### config.mk
export PLATFORM = sky130hd
export DESIGN_NAME = pe2ddr_flat
export DESIGN_NICKNAME = d
export VERILOG_FILES = /design/src/rtl/pe2ddr_pkg.sv /design/src/rtl/pe2ddr_if.sv /design/src/rtl/pe2ddr_fifo.sv /design/src/rtl/pe2ddr.sv /design/src/flat_wrapper.sv
export SDC_FILE = /design/constraint.sdc
export NUM_CORES = 1
export LEC_CHECK = 0
export ABC_CLOCK_PERIOD_IN_PS = 3600
export BUFFER_PORTS_ARGS = -buffer_cell sky130_fd_sc_hd__buf_2
export CAP_MARGIN = 20
export CORE_MARGIN = 2
export CORE_UTILIZATION = 52
export CTS_CLUSTER_SIZE = 24
export DETAILED_ROUTE_END_ITERATION = 7
export MAX_ROUTING_LAYER = met4
export PLACE_DENSITY = 0.77
export RECOVER_POWER = 25
export SYNTH_ARGS = -nofsm -noshare
export SYNTH_HDL_FRONTEND = slang
export SYNTH_SLANG_ARGS = --single-unit
### constraint.sdc
create_clock -name clk -period 3.6 [get_ports clk]
set_clock_uncertainty 0.15 [all_clocks]
set_input_delay 0.54 -clock clk [delete_from_list [all_inputs] [get_ports clk]]
set_output_delay 0.54 -clock clk [all_outputs]
set_load 0.01 [all_outputs]
### src/rtl/pe2ddr_pkg.sv
// Shared widths, FSM state encoding and helpers for the pe2ddr write-back engine.
// Optional ReLU clamp on output lanes is enabled with the PE2DDR_RELU_EN macro.
package pe2ddr_pkg;

    function automatic int bw(input int value);
        return (value <= 1) ? 1 : $clog2(value);
    endfunction

    localparam int DATA_W     = 16;
    localparam int BATCH      = 4;
    localparam int DDR_W      = DATA_W * BATCH;
    localparam int DDR_ADDR_W = 32;
    localparam int BURST_W    = bw(256);

    typedef enum logic [2:0] {
        ST_IDLE  = 3'd0,
        ST_SCAN  = 3'd1,
        ST_READ  = 3'd2,
        ST_DRAIN = 3'd3,
        ST_DONE  = 3'd4
    } pe2ddr_state_t;

    typedef struct packed {
        logic [DDR_ADDR_W-1:0] addr;
        logic [BURST_W-1:0]    size;
    } burst_cmd_t;

endpackage

### src/rtl/pe2ddr_if.sv
// DDR write address + write data channels (valid/ready) driven by pe2ddr.
interface pe2ddr_if;
    import pe2ddr_pkg::*;

    logic [DDR_ADDR_W-1:0] addr;
    logic [BURST_W-1:0]    size;
    logic                  addr_valid;
    logic                  addr_ready;
    logic [DDR_W-1:0]      data;
    logic                  last;
    logic                  valid;
    logic                  ready;

    modport master (
        output addr, size, addr_valid, data, last, valid,
        input  addr_ready, ready
    );

    modport slave (
        input  addr, size, addr_valid, data, last, valid,
        output addr_ready, ready
    );
endinterface

### src/rtl/pe2ddr_fifo.sv
// Small synchronous FIFO with first-word fall-through head and occupancy count.
module pe2ddr_fifo #(
    parameter int WIDTH = 8,
    parameter int DEPTH = 4,
    parameter int CNT_W = $clog2(DEPTH) + 1
) (
    input  logic             clk,
    input  logic             rst,
    input  logic             push,
    input  logic [WIDTH-1:0] push_data,
    input  logic             pop,
    output logic [WIDTH-1:0] pop_data,
    output logic [CNT_W-1:0] count,
    output logic             empty
);
    localparam int PTR_W = (DEPTH <= 2) ? 1 : $clog2(DEPTH);

    logic [WIDTH-1:0] mem [DEPTH];
    logic [PTR_W-1:0] wr_ptr_reg;
    logic [PTR_W-1:0] rd_ptr_reg;
    logic [CNT_W-1:0] count_reg;
    logic             full;
    logic             do_push;
    logic             do_pop;

    assign full    = (count_reg == CNT_W'(DEPTH));
    assign empty   = (count_reg == '0);
    assign do_push = push && !full;
    assign do_pop  = pop && !empty;
    assign count   = count_reg;
    assign pop_data = mem[rd_ptr_reg];

    always_ff @(posedge clk) begin
        if (!rst) begin
            wr_ptr_reg <= '0;
            rd_ptr_reg <= '0;
            count_reg  <= '0;
        end else begin
            if (do_push) wr_ptr_reg <= wr_ptr_reg + PTR_W'(1);
            if (do_pop)  rd_ptr_reg <= rd_ptr_reg + PTR_W'(1);
            if (do_push && !do_pop)
                count_reg <= count_reg + CNT_W'(1);
            else if (do_pop && !do_push)
                count_reg <= count_reg - CNT_W'(1);
        end
    end

    // Storage carries no reset; only pointers and count define validity.
    always_ff @(posedge clk) begin
        if (do_push) mem[wr_ptr_reg] <= push_data;
    end
endmodule

### src/rtl/pe2ddr.sv
// Write-back engine: drains masked PE result buffers to DDR in ascending PE order.
// Define PE2DDR_RELU_EN to clamp negative output lanes to zero.
module pe2ddr
    import pe2ddr_pkg::*;
#(
    parameter int BUF_DEPTH  = 256,
    parameter int PE_NUM     = 32,
    parameter int ADDR_W     = bw(BUF_DEPTH),
    parameter int FIFO_DEPTH = 4
) (
    input  logic                  clk,
    input  logic                  rst,
    input  logic                  start,
    output logic                  done,
    input  logic [DDR_ADDR_W-1:0] conf_st_addr,
    input  logic [DDR_ADDR_W-1:0] conf_step,
    input  logic [BURST_W-1:0]    conf_word_num,
    input  logic [PE_NUM-1:0]     conf_mask,
    output logic [ADDR_W-1:0]     rbuf_rd_addr,
    output logic [PE_NUM-1:0]     rbuf_rd_en,
    input  logic [DDR_W-1:0]      rbuf_rd_data,
    pe2ddr_if.master              ddr
);
    localparam int PE_IDX_W   = bw(PE_NUM);
    localparam int DATA_CNT_W = $clog2(FIFO_DEPTH) + 1;
    localparam int ADDR_CNT_W = 2;

    localparam logic [2:0] S_IDLE  = 3'(ST_IDLE);
    localparam logic [2:0] S_SCAN  = 3'(ST_SCAN);
    localparam logic [2:0] S_READ  = 3'(ST_READ);
    localparam logic [2:0] S_DRAIN = 3'(ST_DRAIN);
    localparam logic [2:0] S_DONE  = 3'(ST_DONE);

    logic [2:0]            state_reg, state_next;
    logic [PE_NUM-1:0]     mask_reg;
    logic [DDR_ADDR_W-1:0] burst_addr_reg;
    logic [DDR_ADDR_W-1:0] step_reg;
    logic [BURST_W-1:0]    word_num_reg;
    logic [PE_IDX_W-1:0]   pe_idx_reg;
    logic [ADDR_W-1:0]     rd_cnt_reg;
    logic [ADDR_W-1:0]     beat_cnt_reg;
    logic                  rd_inflight_reg;

    logic [PE_IDX_W-1:0]   low_idx;
    logic [ADDR_W-1:0]     last_word;
    logic                  scan_take;
    logic                  rd_fire;
    logic                  rd_last;
    logic                  beat_last;
    logic                  drain_ok;

    logic [DDR_W-1:0]      data_head;
    logic [DATA_CNT_W-1:0] data_count;
    logic                  data_empty;
    logic                  data_pop;
    logic [DDR_W-1:0]      head_gated;
    logic [DDR_W-1:0]      out_data;

    burst_cmd_t            addr_push_cmd;
    burst_cmd_t            addr_head;
    logic [ADDR_CNT_W-1:0] addr_count;
    logic                  addr_empty;
    logic                  addr_full;

    // Word count 0 means a full buffer; the wrap of N-1 yields BUF_DEPTH-1.
    assign last_word = ADDR_W'(word_num_reg - BURST_W'(1));

    always_comb begin
        low_idx = '0;
        for (int i = PE_NUM - 1; i >= 0; i--) begin
            if (mask_reg[i]) low_idx = PE_IDX_W'(i);
        end
    end

    assign addr_full = (addr_count == ADDR_CNT_W'(2));
    assign scan_take = (state_reg == S_SCAN) && (|mask_reg) && !addr_full;
    // Credit: never issue a read the FIFO could not absorb even if nothing pops.
    assign rd_fire   = (state_reg == S_READ)
                    && ((int'(data_count) + int'(rd_inflight_reg)) < FIFO_DEPTH);
    assign rd_last   = (rd_cnt_reg == last_word);
    assign beat_last = (beat_cnt_reg == last_word);
    assign drain_ok  = data_empty && !rd_inflight_reg && addr_empty;
    assign data_pop  = ddr.valid && ddr.ready;

    always_comb begin
        state_next = state_reg;
        case (state_reg)
            S_IDLE:  if (start) state_next = S_SCAN;
            S_SCAN:  begin
                if (!(|mask_reg))  state_next = S_DRAIN;
                else if (!addr_full) state_next = S_READ;
            end
            S_READ:  if (rd_fire && rd_last) state_next = S_SCAN;
            S_DRAIN: if (drain_ok) state_next = S_DONE;
            S_DONE:  state_next = S_IDLE;
            default: state_next = S_IDLE;
        endcase
    end

    always_ff @(posedge clk) begin
        if (!rst) begin
            state_reg       <= S_IDLE;
            mask_reg        <= '0;
            burst_addr_reg  <= '0;
            step_reg        <= '0;
            word_num_reg    <= '0;
            pe_idx_reg      <= '0;
            rd_cnt_reg      <= '0;
            beat_cnt_reg    <= '0;
            rd_inflight_reg <= 1'b0;
        end else begin
            state_reg       <= state_next;
            rd_inflight_reg <= rd_fire;
            if (state_reg == S_IDLE && start) begin
                mask_reg       <= conf_mask;
                burst_addr_reg <= conf_st_addr;
                step_reg       <= conf_step;
                word_num_reg   <= conf_word_num;
                beat_cnt_reg   <= '0;
            end
            if (scan_take) begin
                pe_idx_reg     <= low_idx;
                mask_reg       <= mask_reg & ~(PE_NUM'(1) << low_idx);
                burst_addr_reg <= burst_addr_reg + step_reg;
                rd_cnt_reg     <= '0;
            end
            if (rd_fire) rd_cnt_reg <= rd_cnt_reg + ADDR_W'(1);
            if (data_pop) beat_cnt_reg <= beat_last ? '0 : beat_cnt_reg + ADDR_W'(1);
        end
    end

    genvar gi;
    generate
        for (gi = 0; gi < PE_NUM; gi++) begin : g_rd_en
            assign rbuf_rd_en[gi] = rd_fire && (pe_idx_reg == PE_IDX_W'(gi));
        end
    endgenerate

    assign rbuf_rd_addr = rd_fire ? rd_cnt_reg : '0;

    pe2ddr_fifo #(
        .WIDTH (DDR_W),
        .DEPTH (FIFO_DEPTH),
        .CNT_W (DATA_CNT_W)
    ) u_data_fifo (
        .clk       (clk),
        .rst       (rst),
        .push      (rd_inflight_reg),
        .push_data (rbuf_rd_data),
        .pop       (data_pop),
        .pop_data  (data_head),
        .count     (data_count),
        .empty     (data_empty)
    );

    assign addr_push_cmd = '{addr: burst_addr_reg, size: word_num_reg};

    pe2ddr_fifo #(
        .WIDTH ($bits(burst_cmd_t)),
        .DEPTH (2),
        .CNT_W (ADDR_CNT_W)
    ) u_addr_fifo (
        .clk       (clk),
        .rst       (rst),
        .push      (scan_take),
        .push_data (addr_push_cmd),
        .pop       (ddr.addr_valid && ddr.addr_ready),
        .pop_data  (addr_head),
        .count     (addr_count),
        .empty     (addr_empty)
    );

    // Outputs are forced to zero while their channel is idle.
    assign head_gated = data_empty ? '0 : data_head;

    generate
        for (gi = 0; gi < BATCH; gi++) begin : g_lane
`ifdef PE2DDR_RELU_EN
            assign out_data[gi*DATA_W +: DATA_W] = head_gated[gi*DATA_W + DATA_W - 1]
                                                 ? '0 : head_gated[gi*DATA_W +: DATA_W];
`else
            assign out_data[gi*DATA_W +: DATA_W] = head_gated[gi*DATA_W +: DATA_W];
`endif
        end
    endgenerate

    assign ddr.valid      = !data_empty;
    assign ddr.data       = out_data;
    assign ddr.last       = !data_empty && beat_last;
    assign ddr.addr_valid = !addr_empty;
    assign ddr.addr       = addr_empty ? '0 : addr_head.addr;
    assign ddr.size       = addr_empty ? '0 : addr_head.size;
    assign done           = (state_reg == S_DONE);
endmodule

### src/flat_wrapper.sv
// flat-port wrapper written by rule: the top's interface ports become plain ports
module pe2ddr_flat import pe2ddr_pkg::*;
#(
    parameter int BUF_DEPTH  = 256,
    parameter int PE_NUM     = 32,
    parameter int ADDR_W     = bw(BUF_DEPTH),
    parameter int FIFO_DEPTH = 4
)
  (clk, rst, start, done, conf_st_addr, conf_step, conf_word_num, conf_mask, rbuf_rd_addr, rbuf_rd_en, rbuf_rd_data, ddr_addr, ddr_size, ddr_addr_valid, ddr_data, ddr_last, ddr_valid, ddr_addr_ready, ddr_ready);
  pe2ddr_if ddr_i ();
  input  logic clk;
  input  logic rst;
  input  logic start;
  output logic done;
  input  logic [DDR_ADDR_W-1:0] conf_st_addr;
  input  logic [DDR_ADDR_W-1:0] conf_step;
  input  logic [BURST_W-1:0] conf_word_num;
  input  logic [PE_NUM-1:0] conf_mask;
  output logic [ADDR_W-1:0] rbuf_rd_addr;
  output logic [PE_NUM-1:0] rbuf_rd_en;
  input  logic [DDR_W-1:0] rbuf_rd_data;
  output wire logic [$bits(ddr_i.addr)-1:0] ddr_addr;
  output wire logic [$bits(ddr_i.size)-1:0] ddr_size;
  output wire logic [$bits(ddr_i.addr_valid)-1:0] ddr_addr_valid;
  output wire logic [$bits(ddr_i.data)-1:0] ddr_data;
  output wire logic [$bits(ddr_i.last)-1:0] ddr_last;
  output wire logic [$bits(ddr_i.valid)-1:0] ddr_valid;
  input wire logic [$bits(ddr_i.addr_ready)-1:0] ddr_addr_ready;
  input wire logic [$bits(ddr_i.ready)-1:0] ddr_ready;
  assign ddr_addr = ddr_i.addr;
  assign ddr_size = ddr_i.size;
  assign ddr_addr_valid = ddr_i.addr_valid;
  assign ddr_data = ddr_i.data;
  assign ddr_last = ddr_i.last;
  assign ddr_valid = ddr_i.valid;
  assign ddr_i.addr_ready = ddr_addr_ready;
  assign ddr_i.ready = ddr_ready;
  pe2ddr #(.BUF_DEPTH(BUF_DEPTH), .PE_NUM(PE_NUM), .ADDR_W(ADDR_W), .FIFO_DEPTH(FIFO_DEPTH)) u_core (.clk(clk), .rst(rst), .start(start), .done(done), .conf_st_addr(conf_st_addr), .conf_step(conf_step), .conf_word_num(conf_word_num), .conf_mask(conf_mask), .rbuf_rd_addr(rbuf_rd_addr), .rbuf_rd_en(rbuf_rd_en), .rbuf_rd_data(rbuf_rd_data), .ddr(ddr_i));
endmodule
==> flow_metrics.env <==
export IMPL_status="complete, but fails checks"
export IMPL_rsz0062_at_grt="true"
export IMPL_total_power_uw=16270
export IMPL_final_max_slew_viol_count=0
export IMPL_layout_commonest_cell="edfxtp_1"
export IMPL_core_area_mm2=0.03982
export IMPL_synthArstFlopShare=0
export IMPL_fin_nets=2272
export IMPL_cts_made_buffers=48
export IMPL_finalSetupTns_ns=-0.03303
export IMPL_path_class="register to primary output"
export IMPL_cts_root_buf="clkbuf_16"
export IMPL_drv_cap=0
export IMPL_syn2layout_area_growth_pct=20.58
export IMPL_grt_pass1_wl_mm=82.86
export IMPL_postSynthAreaPerCell_um2=12.35
export IMPL_viasPerCell=5.708
export IMPL_grt_pass1_vias=14990
export IMPL_setup_ws_ns=-0.03303
export IMPL_num_rows=73
export IMPL_drive_above_1_share=0.2281
export IMPL_clk_path_buf_depth=3
export IMPL_ant_nets=0
export IMPL_worstHoldStart="conf_word_num[7]"
export IMPL_first_pass_iters=5
export IMPL_cts_tree="yes"
export IMPL_slowest_stage="or4_4"
export IMPL_synth_edf_count=336
export IMPL_die_w_um=205.2
export IMPL_yosys_warnings=0
export IMPL_finalHoldViolations=0
export IMPL_reg_top3="u_core.u_data_fifo.mem (256), u_core.u_addr_fifo.mem (80)"
export IMPL_grt_ovfl_total=0
export IMPL_path_delay_family="simple AND/OR/NAND/NOR gates"
export IMPL_regMostFlops="u_core.u_data_fifo.mem"
export IMPL_setup_violations=1
export IMPL_dp_hpwl_mm=35.20
export IMPL_top_layer="met4"
export IMPL_leakage_uw=0.009645
export IMPL_gp_congestion=0.8995
export IMPL_synth_distinct_cells=66
export IMPL_seqCellArea_mm2=0.01296
export IMPL_antenna_found_initial=3
export IMPL_htreeDepth=2
export IMPL_rr_endpoint="u_core.burst_addr_reg[30]"
export IMPL_start_util=0.5283
export IMPL_grt_max_degree=71
export IMPL_dr_wl_met2_mm=26.39
export IMPL_arrival_ns=2.94
export IMPL_place_worst_setup_slack_ns=0.3571
export IMPL_relSlewSlack=0.4319
export IMPL_fillers=2997
export IMPL_die_y_um=205.2
export IMPL_post_route_min_period_ns=3.633
export IMPL_grt_use_total=0.2642
export IMPL_synth_ff_type="edfxtp_1"
export IMPL_routed_via_count=14980
export IMPL_placed_area_mm2=0.02331
export IMPL_endpoint_kind="primary output"
export IMPL_routedLengthMet1_mm=21.29
export IMPL_syn_area_mm2=0.02104
export IMPL_syn_nets=1918
export IMPL_post_route_cell_area_mm2=0.02537
export IMPL_largest_reg_flops=256
export IMPL_drt_iter0_markers=976
export IMPL_crit_chain="inv_1 > ha_2 > or3b_4 > xor2_2 > xnor2_1 > or3_1 > or4_4 > and2b_2 > buf_6"
export IMPL_design_die_area_mm2=0.04209
export IMPL_crit_buf_inv=2
export IMPL_wl_mm=53.81
export IMPL_cp_max_fo=6
export IMPL_timing_rr_start="u_core.burst_addr_reg[0]"
export IMPL_whs_endpoint="u_core.word_num_reg[7]"
export IMPL_hold_depth=3
export IMPL_insertion_delay_ns=0.58
export IMPL_drc=0
export IMPL_fmax_mhz=275.3
export IMPL_power_density_mw_per_mm2=641.2
export IMPL_wl_met3_mm=4.526
export IMPL_reg2reg_slack_ns=0.30
export IMPL_violations="setup timing"
export IMPL_cp_start_kind="register"
export IMPL_clk_pin_slew_worst_paths_ns=0.06
export IMPL_numClockSinks=479
export IMPL_reg2reg_depth=12
export IMPL_finalCritPeriodShare=1.009
export IMPL_final_cell_mix="edfxtp_1, buf_2, nand2_1"
export IMPL_max_stage_delay_ns=0.44
export IMPL_portBuffers=320
export IMPL_required_ns=2.91
export IMPL_min_path_type="primary input to register"
export IMPL_multi_input_area_mm2=0.007680
export IMPL_pin_count=321
export IMPL_ys_ff_latch=479
export IMPL_yosysSeqAreaShare=0.6156
export IMPL_routedWlPerCell_um=20.51
export IMPL_worst_pin_slew_ns=0.8521
export IMPL_syn_inst=1703
export IMPL_peakVddDrop_mv=0.4951
==> area by class of cell <==
cell class | instances | area share
diodes | 3 | 0.0002959
clock buffers | 61 | 0.05045
clock inverters | 28 | 0.01189
inverters | 29 | 0.004340
multi-input cells | 1103 | 0.3027
flip-flops and latches | 479 | 0.5108
well taps | 525 | 0.02589
repair buffers | 396 | 0.09360
==> synth_stat cells, drive strengths merged (17+ instances only) <==
cell,n,area (um2)
nor2,154,578.1
o21ai,46,230.2
mux4,64,1441
inv,29,108.9
a21oi,104,520.5
xnor2,33,289.0
xor2,25,219.0
edfxtp,336,10090
clkbuf,67,251.5
ha,40,500.5
buf,25,117.6
nor3,19,105.1
a21o,17,127.6
and2,82,513.0
mux2i,49,490.5
nand2,221,829.6
dfxtp,143,2863
nand3,56,285.3
==> worst max path at each step <==
| stage | start | to | slack (ns) | cells after the start |
|---|---|---|---|---|
| 2_1_floorplan | u_core.mask_reg[0] | u_core.u_addr_fifo.mem[1][0] | 0.31 | 9 |
| 3_3_place_gp | u_core.word_num_reg[1] | ddr_last | 0.37 | 9 |
| 3_5_place_dp | u_core.burst_addr_reg[0] | u_core.burst_addr_reg[30] | 0.36 | 12 |
| 4_1_cts | u_core.word_num_reg[0] | ddr_last | -0.09 | 8 |
| 5_1_grt | u_core.word_num_reg[1] | ddr_last | -0.13 | 9 |
| 6_report | u_core.word_num_reg[1] | ddr_last | -0.03 | 9 |
==> where the power goes <==
group	leakage, uW	internal (uW)	total, uW	switching (uW)
clock network	0.000761	2900	5010	2110
registers	0.00422	6380	6790	415
logic	0.00466	1850	4470	2620
==> worst register-to-register path, cell delays in order, from the launching register on <==
cell and delay (ns):
dfxtp_1 0.38, ha_1 0.21, inv_1 0.07, fa_1 0.38, nand2b_1 0.19, a21oi_1 0.24
nor4b_1 0.11, o211ai_1 0.30, a31oi_1 0.28, or3_1 0.41, a31oi_1 0.17, mux2i_1 0.20
a21oi_1 0.08
==> routing by layer <==
metal / vias up / track usage
li1: 6962 / -
met1: 7267 / 0.3243
met3: 105 / 0.05679
met4: 0 / 0.09327
met2: 644 / 0.4344
met5: - / -
==> stage by stage <==
step | util | hold WS (ns) | cells
floorplan | - | 0.2906 | 1703
global placement | 0.5852 | 0.3000 | 2484
detailed placement | 0.5852 | 0.3024 | 2484
CTS | 0.6376 | 0.00003020 | 2619
global route | 0.6370 | 0.03278 | 2623
finish | 0.6371 | 0.04136 | 2624
==> logic make-up after synthesis <==
logic type               count (synthesis)  synth area share
AND/OR/NAND/NOR                        618            0.1375
multiplexers                           114           0.09235
flip-flops                             479            0.6156
AO/OA/AOI/OAI                          271           0.08195
buffers and inverters                  121           0.02272
adder cells (fa/ha/maj)                 42           0.02569
XOR/XNOR                                58           0.02414
==> what timing repair did <==
action / 4_1_cts / 5_1_grt
buffers inserted: 2 / 1
gates resized for setup: 11 / 0
endpoints found under the hold margin: 167 / 0
endpoints found under the setup margin: 1 / 1
hold buffers: 44 / 0
pin swaps: 5 / 2
No activity file was read; power rests on OpenSTA's default activity.
